`src/rtl/mem_pkg.sv`:
```
// ---------------------------------------------------------------------------
// mem_pkg: shared types for the memory port path (sizes, requester ids, FSM)
// Revision: 1.0
// ---------------------------------------------------------------------------
`default_nettype none

package mem_pkg;

    // Encoding doubles as the memory block's write-enable code.
    typedef enum logic [1:0] {
        SIZE_NONE = 2'b00,
        SIZE_BYTE = 2'b01,
        SIZE_HALF = 2'b10,
        SIZE_WORD = 2'b11
    } size_e;

    typedef enum logic {
        REQ_IF = 1'b0,
        REQ_LS = 1'b1
    } req_id_e;

    typedef enum logic {
        IDLE   = 1'b0,
        ACCESS = 1'b1
    } state_e;

    function automatic logic misaligned(input size_e size, input logic [1:0] lsb);
        logic bad;
        case (size)
            SIZE_WORD: bad = (lsb != 2'b00);
            SIZE_HALF: bad = lsb[0];
            SIZE_BYTE: bad = 1'b0;
            default:   bad = 1'b1;
        endcase
        return bad;
    endfunction

endpackage

`default_nettype wire

```
`src/rtl/mem_read_align.sv`:
```
// ---------------------------------------------------------------------------
// mem_read_align: extracts a byte/half/word lane from a memory word, zero-extended
// Revision: 1.0
// ---------------------------------------------------------------------------
`default_nettype none

module mem_read_align
    import mem_pkg::*;
(
    input  logic [31:0] word,
    input  logic [1:0]  addr,
    input  size_e       size,
    output logic [31:0] data
);

    logic [31:0] shifted;

    assign shifted = word >> {addr, 3'b000};

    always_comb begin
        data = 32'h0000_0000;
        case (size)
            SIZE_BYTE: data = {24'h00_0000, shifted[7:0]};
            SIZE_HALF: data = {16'h0000, shifted[15:0]};
            SIZE_WORD: data = shifted;
            default:   data = 32'h0000_0000;
        endcase
    end

endmodule

`default_nettype wire

```
`src/rtl/mem_port_arbiter.sv`:
```
// ---------------------------------------------------------------------------
// mem_port_arbiter: round-robin fetch/load-store arbiter for a single-port word memory
// Revision: 1.0
// ---------------------------------------------------------------------------
`default_nettype none

module mem_port_arbiter
    import mem_pkg::*;
#(
    parameter int ADDRESS_WIDTH = 10
) (
    input  logic                     clk,
    input  logic                     reset,
    input  logic                     if_req_valid,
    output logic                     if_req_ready,
    input  logic [ADDRESS_WIDTH-1:0] if_req_addr,
    output logic                     if_rsp_valid,
    output logic [31:0]              if_rsp_data,
    output logic                     if_rsp_err,
    input  logic                     ls_req_valid,
    output logic                     ls_req_ready,
    input  logic [ADDRESS_WIDTH-1:0] ls_req_addr,
    input  logic [1:0]               ls_req_size,
    input  logic                     ls_req_write,
    input  logic [31:0]              ls_req_wdata,
    output logic                     ls_rsp_valid,
    output logic [31:0]              ls_rsp_rdata,
    output logic                     ls_rsp_err,
    output logic [ADDRESS_WIDTH-1:0] mem_address,
    output logic [1:0]               mem_write_enable,
    output logic [31:0]              mem_write_value,
    input  logic [31:0]              mem_read_value
);

    state_e                   state;
    req_id_e                  last_grant;
    req_id_e                  cap_id;
    logic [ADDRESS_WIDTH-1:0] cap_addr;
    size_e                    cap_size;
    logic                     cap_write;
    logic [31:0]              cap_wdata;
    logic                     cap_err;

    logic                     idle;
    size_e                    req_size;
    logic [ADDRESS_WIDTH-1:0] req_addr;
    logic                     req_err;
    logic [31:0]              aligned;

    // Under contention the port that did not win last time gets the grant.
    assign idle         = (state == IDLE);
    assign if_req_ready = idle && if_req_valid && (!ls_req_valid || last_grant == REQ_LS);
    assign ls_req_ready = idle && ls_req_valid && (!if_req_valid || last_grant == REQ_IF);

    assign req_size = if_req_ready ? SIZE_WORD : size_e'(ls_req_size);
    assign req_addr = if_req_ready ? if_req_addr : ls_req_addr;
    assign req_err  = misaligned(req_size, req_addr[1:0]);

    assign mem_address      = cap_addr;
    assign mem_write_value  = cap_wdata;
    assign mem_write_enable = (state == ACCESS && cap_write && !cap_err) ? cap_size : SIZE_NONE;

    mem_read_align u_align (
        .word (mem_read_value),
        .addr (cap_addr[1:0]),
        .size (cap_size),
        .data (aligned)
    );

    always_ff @(posedge clk or posedge reset) begin
        if (reset) begin
            state        <= IDLE;
            last_grant   <= REQ_LS;
            cap_id       <= REQ_IF;
            cap_addr     <= '0;
            cap_size     <= SIZE_NONE;
            cap_write    <= 1'b0;
            cap_wdata    <= 32'h0;
            cap_err      <= 1'b0;
            if_rsp_valid <= 1'b0;
            if_rsp_data  <= 32'h0;
            if_rsp_err   <= 1'b0;
            ls_rsp_valid <= 1'b0;
            ls_rsp_rdata <= 32'h0;
            ls_rsp_err   <= 1'b0;
        end else begin
            // Responses are single-cycle pulses; idle outputs read as zero.
            if_rsp_valid <= 1'b0;
            if_rsp_data  <= 32'h0;
            if_rsp_err   <= 1'b0;
            ls_rsp_valid <= 1'b0;
            ls_rsp_rdata <= 32'h0;
            ls_rsp_err   <= 1'b0;
            case (state)
                IDLE: begin
                    if (if_req_ready || ls_req_ready) begin
                        cap_id     <= if_req_ready ? REQ_IF : REQ_LS;
                        last_grant <= if_req_ready ? REQ_IF : REQ_LS;
                        cap_addr   <= req_addr;
                        cap_size   <= req_size;
                        cap_write  <= ls_req_ready && ls_req_write;
                        cap_wdata  <= ls_req_ready ? ls_req_wdata : 32'h0;
                        cap_err    <= req_err;
                        state      <= ACCESS;
                    end
                end
                ACCESS: begin
                    state <= IDLE;
                    if (cap_id == REQ_IF) begin
                        if_rsp_valid <= 1'b1;
                        if_rsp_err   <= cap_err;
                        if_rsp_data  <= cap_err ? 32'h0 : aligned;
                    end else begin
                        ls_rsp_valid <= 1'b1;
                        ls_rsp_err   <= cap_err;
                        ls_rsp_rdata <= (cap_err || cap_write) ? 32'h0 : aligned;
                    end
                end
                default: state <= IDLE;
            endcase
        end
    end

endmodule

`default_nettype wire

```
`config.mk`:
```
export PLATFORM = sky130hd
export DESIGN_NAME = mem_port_arbiter
export DESIGN_NICKNAME = d
export VERILOG_FILES = /design/src/rtl/mem_pkg.sv /design/src/rtl/mem_read_align.sv /design/src/rtl/mem_port_arbiter.sv
export SDC_FILE = /design/constraint.sdc
export NUM_CORES = 1
export LEC_CHECK = 0
export ABC_CLOCK_PERIOD_IN_PS = 7700
export CORE_MARGIN = 2
export CORE_UTILIZATION = 45
export CTS_CLUSTER_DIAMETER = 200
export CTS_CLUSTER_SIZE = 40
export DETAILED_ROUTE_END_ITERATION = 16
export GPL_TIMING_DRIVEN = 0
export MAX_ROUTING_LAYER = met4
export PLACE_DENSITY = 0.85
export SLEW_MARGIN = 20
export SYNTH_ARGS = -nofsm -noshare
export SYNTH_HDL_FRONTEND = slang
export SYNTH_SLANG_ARGS = --single-unit
```
`constraint.sdc`:
```
create_clock -name clk -period 7.7 [get_ports clk]
set_input_delay 1.925 -clock clk [delete_from_list [all_inputs] [get_ports clk]]
set_output_delay 1.925 -clock clk [all_outputs]
set_load 0.02 [all_outputs]
```
==> key figures <==
Status
  – Status: finished clean

STA
  – Clock skew: about 0.0091 ns
  – Fin crit period: between 5 and 6 ns
  – Fmax: between 150 and 200 MHz
  – Post-Route Setup TNS: 0 ns
  – Hold Fails Final Rpt: 0
  – Slew headroom: 0.5787
  – Final Max Slew Viols: 0
  – Final setup viols: 0
  – Worst-Margin Slew: roughly 0.63 ns
  – RSZ-0062 raised after global routing: false
  – Crit share post-route: 0.7637

Final layout
  – Fin area: between 7000 and 8000 um^2
  – Share of layout cells above drive strength 1: 0.1294
  – Area delta synth->final: 60.65%
  – Nets: 673
  – Final Instance Count excl. Fillers: 731
  – Inserted Diodes: 0
  – Fin util: 0.7336

Die
  – Die Height: roughly 110 um
  – Core Rows: 37
  – Die Area: about 11,000 um^2
  – IO Pins: about 200
  – Core region area: between 10,000 and 15,000 um^2
  – Initial Util: 0.4566
  – Die width: approximately 110 um

Clock network
  – CTS Root Cell: clkbuf_8
  – CTS Hold Bufs: 0
  – Clock buffer depth: 2
  – CTS tree: built
  – Clk_lat worst skew: slightly above 0.5 ns
  – Post-CTS setup buffers: 0
  – Post-CTS resize count: 0
  – Sink Count: roughly 120
  – CTS buffer count: 17
  – Htree depth: 4
  – Worst-path clk slew: roughly 0.050 ns

Yosys
  – Post-synth EDFFs: 0
  – Mean Syn Cell Area: approximately 13 um^2
  – Register area share after synthesis: 0.6327
  – Seq cells post-synth: approximately 120
  – Post-Syn Instances: between 300 and 400
  – Synth warn: 0
  – Top FF cell, synth: dfrtp_1
  – Post-synthesis cell type count: 39
  – Syn_nets: about 450
  – Ys async rst share: 1.000
  – Synthesized area: 4629 um^2

Routing
  – Post-DR wirelength/cell: about 18 um
  – Vias: 3,746
  – Vias per std cell: roughly 5.1
  – Routed WL: roughly 13 mm
  – Routed Antenna Nets: 0
  – Starting DRC count in detailed routing: around 140
  – Pre-antenna DRT Iters: 4
  – DRC errors left: 0

GRT
  – Tot GR Track Use: 0.2505
  – Pin count of the biggest net entering global routing: 60
  – Vias in the first global route: slightly below 4,000
  – Initial antenna violation count: 0
  – First-pass GRT wire length: between 20 and 25 mm
  – Overflow after GRT: 0

Critical path
  – R2R cell count: 6
  – Slowest cell on crit path: clkdlybuf4s50_1
  – Reg2reg end: mem_write_value[27]
  – Critical path arrival: between 3 and 4 ns
  – CP endpoint kind: output port
  – Worst Path Buf+Inv: 4
  – Worst r2r src: state
  – Critical-path cell list: clkdlybuf4s50_1 -> nor2b_1 -> o21ai_2 -> inv_2 -> buf_6 -> clkdlybuf4s50_1
  – Most frequent CP cell: clkdlybuf4s50_1
  – CP delay by family, top: buffers and inverters
  – Reg2reg setup slack: a little over 6 ns
  – Delay of the slowest cell on the worst path: slightly above 0.6 ns
  – Type of origin of the critical path: input pin
  – CP max FO: 10
  – Critical path class: input pin to output port
  – CP Data Required Time: between 5 and 6 ns

Pwr
  – PD cells: between 200 and 300 nW/um^2
  – Static leakage: about 3.3 nW
  – VDD IR max: between 0.1 and 0.15 mV

Placed design
  – I/O Buffers: roughly 200
  – Placed insts: 699
  – Post-detail-place hpwl: about 9.5 mm
  – Area after DPL: about 7000 um^2
  – RD Place Congestion: between 0.8 and 0.9

Hold path
  – Hold EP: last_grant
  – Hold path cells: 2
  – Worst min-delay path class: register to register
  – Worst min-delay path startpoint: last_grant

Job
  – Max_cap viols: 0
[how the worst max path moves through the flow]
stage / start / end / slack, ns / cells after the start
2_1_floorplan: reset / cap_err / 2.68 / 1
3_3_place_gp: reset / if_rsp_data[16] / 1.28 / 2
3_5_place_dp: ls_req_valid / ls_req_ready / 1.84 / 6
4_1_cts: ls_req_valid / ls_req_ready / 1.83 / 6
5_1_grt: ls_req_valid / ls_req_ready / 1.74 / 6
6_report: ls_req_valid / ls_req_ready / 1.82 / 6
[synthesized netlist by cell type (2+ instances only)]
master | n | area [um^2]
dfrtp_1 | 116 | 2903
a22o_1 | 33 | 289.0
nor2_1 | 27 | 101.4
mux2i_1 | 24 | 240.2
and2_1 | 18 | 112.6
nor2_2 | 16 | 100.1
nor3b_1 | 16 | 120.1
a31oi_1 | 10 | 62.56
clkbuf_1 | 10 | 37.54
nand3_1 | 10 | 50.05
o21ai_1 | 9 | 45.04
a2bb2oi_1 | 8 | 70.07
mux2_2 | 8 | 90.09
buf_2 | 7 | 35.03
buf_6 | 5 | 56.30
nand2_1 | 5 | 18.77
nor2b_1 | 5 | 31.28
nand2b_1 | 4 | 25.02
and3_1 | 3 | 18.77
inv_2 | 2 | 7.510
o21bai_4 | 2 | 37.54
o22a_1 | 2 | 17.52
or2_1 | 2 | 12.51
[metal layers]
layer,track usage,part of all wire,vias up,wire length [um]
met2,0.4028,0.49,194,6445
li1,-,-,1711,-
met4,0.07714,0.012,0,159
met1,0.3079,0.42,1819,5460
met3,0.07297,0.076,22,987
met5,-,0,-,0
[registers in the layout, indices dropped and copies added, names as in the netlist, 2 cells and up]
| register | flops |
|---|---|
| ls_rsp_rdata | 32 |
| mem_write_value | 32 |
| if_rsp_data | 32 |
| mem_address | 10 |
| cap_size | 2 |
[tightest hold or removal path: cells and delay by family (launching register included)]
| kind | cells | cell delay [ns] |
|---|---|---|
| simple gates | 2 | 0.10 |
| flops | 1 | 0.37 |
[power breakdown]
| group | internal (W) | leakage [nW] | switching (W) |
|---|---|---|---|
| Clock | 0.000468 | 0.273 | 0.000263 |
| Combinational | 0.000251 | 1.48 | 0.000261 |
| Sequential | 0.000683 | 1.54 | 0.0000401 |
[placed cells by master (no fill, tap or decap), types with 6 or more instances in the layout]
master and instances:
buf_2 7, o21ai_1 9, dfrtp_1 116, mux2i_1 24
nor2_2 16, and2_1 18, mux2_2 8, clkdlybuf4s50_1 204
nor2_1 27, a31oi_1 10, clkbuf_1 12, a2bb2oi_1 8
clkbuf_8 6, clkbuf_16 16, nor3b_1 16, a22o_1 33
nand3_1 10
[cell families after synthesis]
logic type,count (synthesis),synth area share
AOI/OAI and AO/OA,70,0.1227
buffers and inverters,27,0.03270
DFF,117,0.6327
muxes,32,0.07135
and+or+nand+nor,112,0.1405
[stage by stage]
step	setup WS (ns)	power [W]	hold WS, ns
CTS	1.828	0.001979	0.4712
finish	1.820	0.001965	0.4678
global route	1.743	0.002044	0.4963
detailed placement	1.837	0.001244	0.4617
floorplan	2.676	0.001003	0.4437
global placement	1.283	0.001232	0.4516
[area by class of cell]
| type | count | area (um^2) |
|---|---|---|
| well taps | 136 | 170.2 |
| multi-input cells | 214 | 1549 |
| repair buffers | 205 | 2069 |
| clock inverters | 8 | 72.57 |
| flip-flops and latches | 117 | 2929 |
| fillers | 680 | 2701 |
| inverters | 3 | 16.27 |
| clock buffers | 24 | 490.5 |
| plain buffers | 24 | 140.1 |
Power figures use the tool's default switching activity.
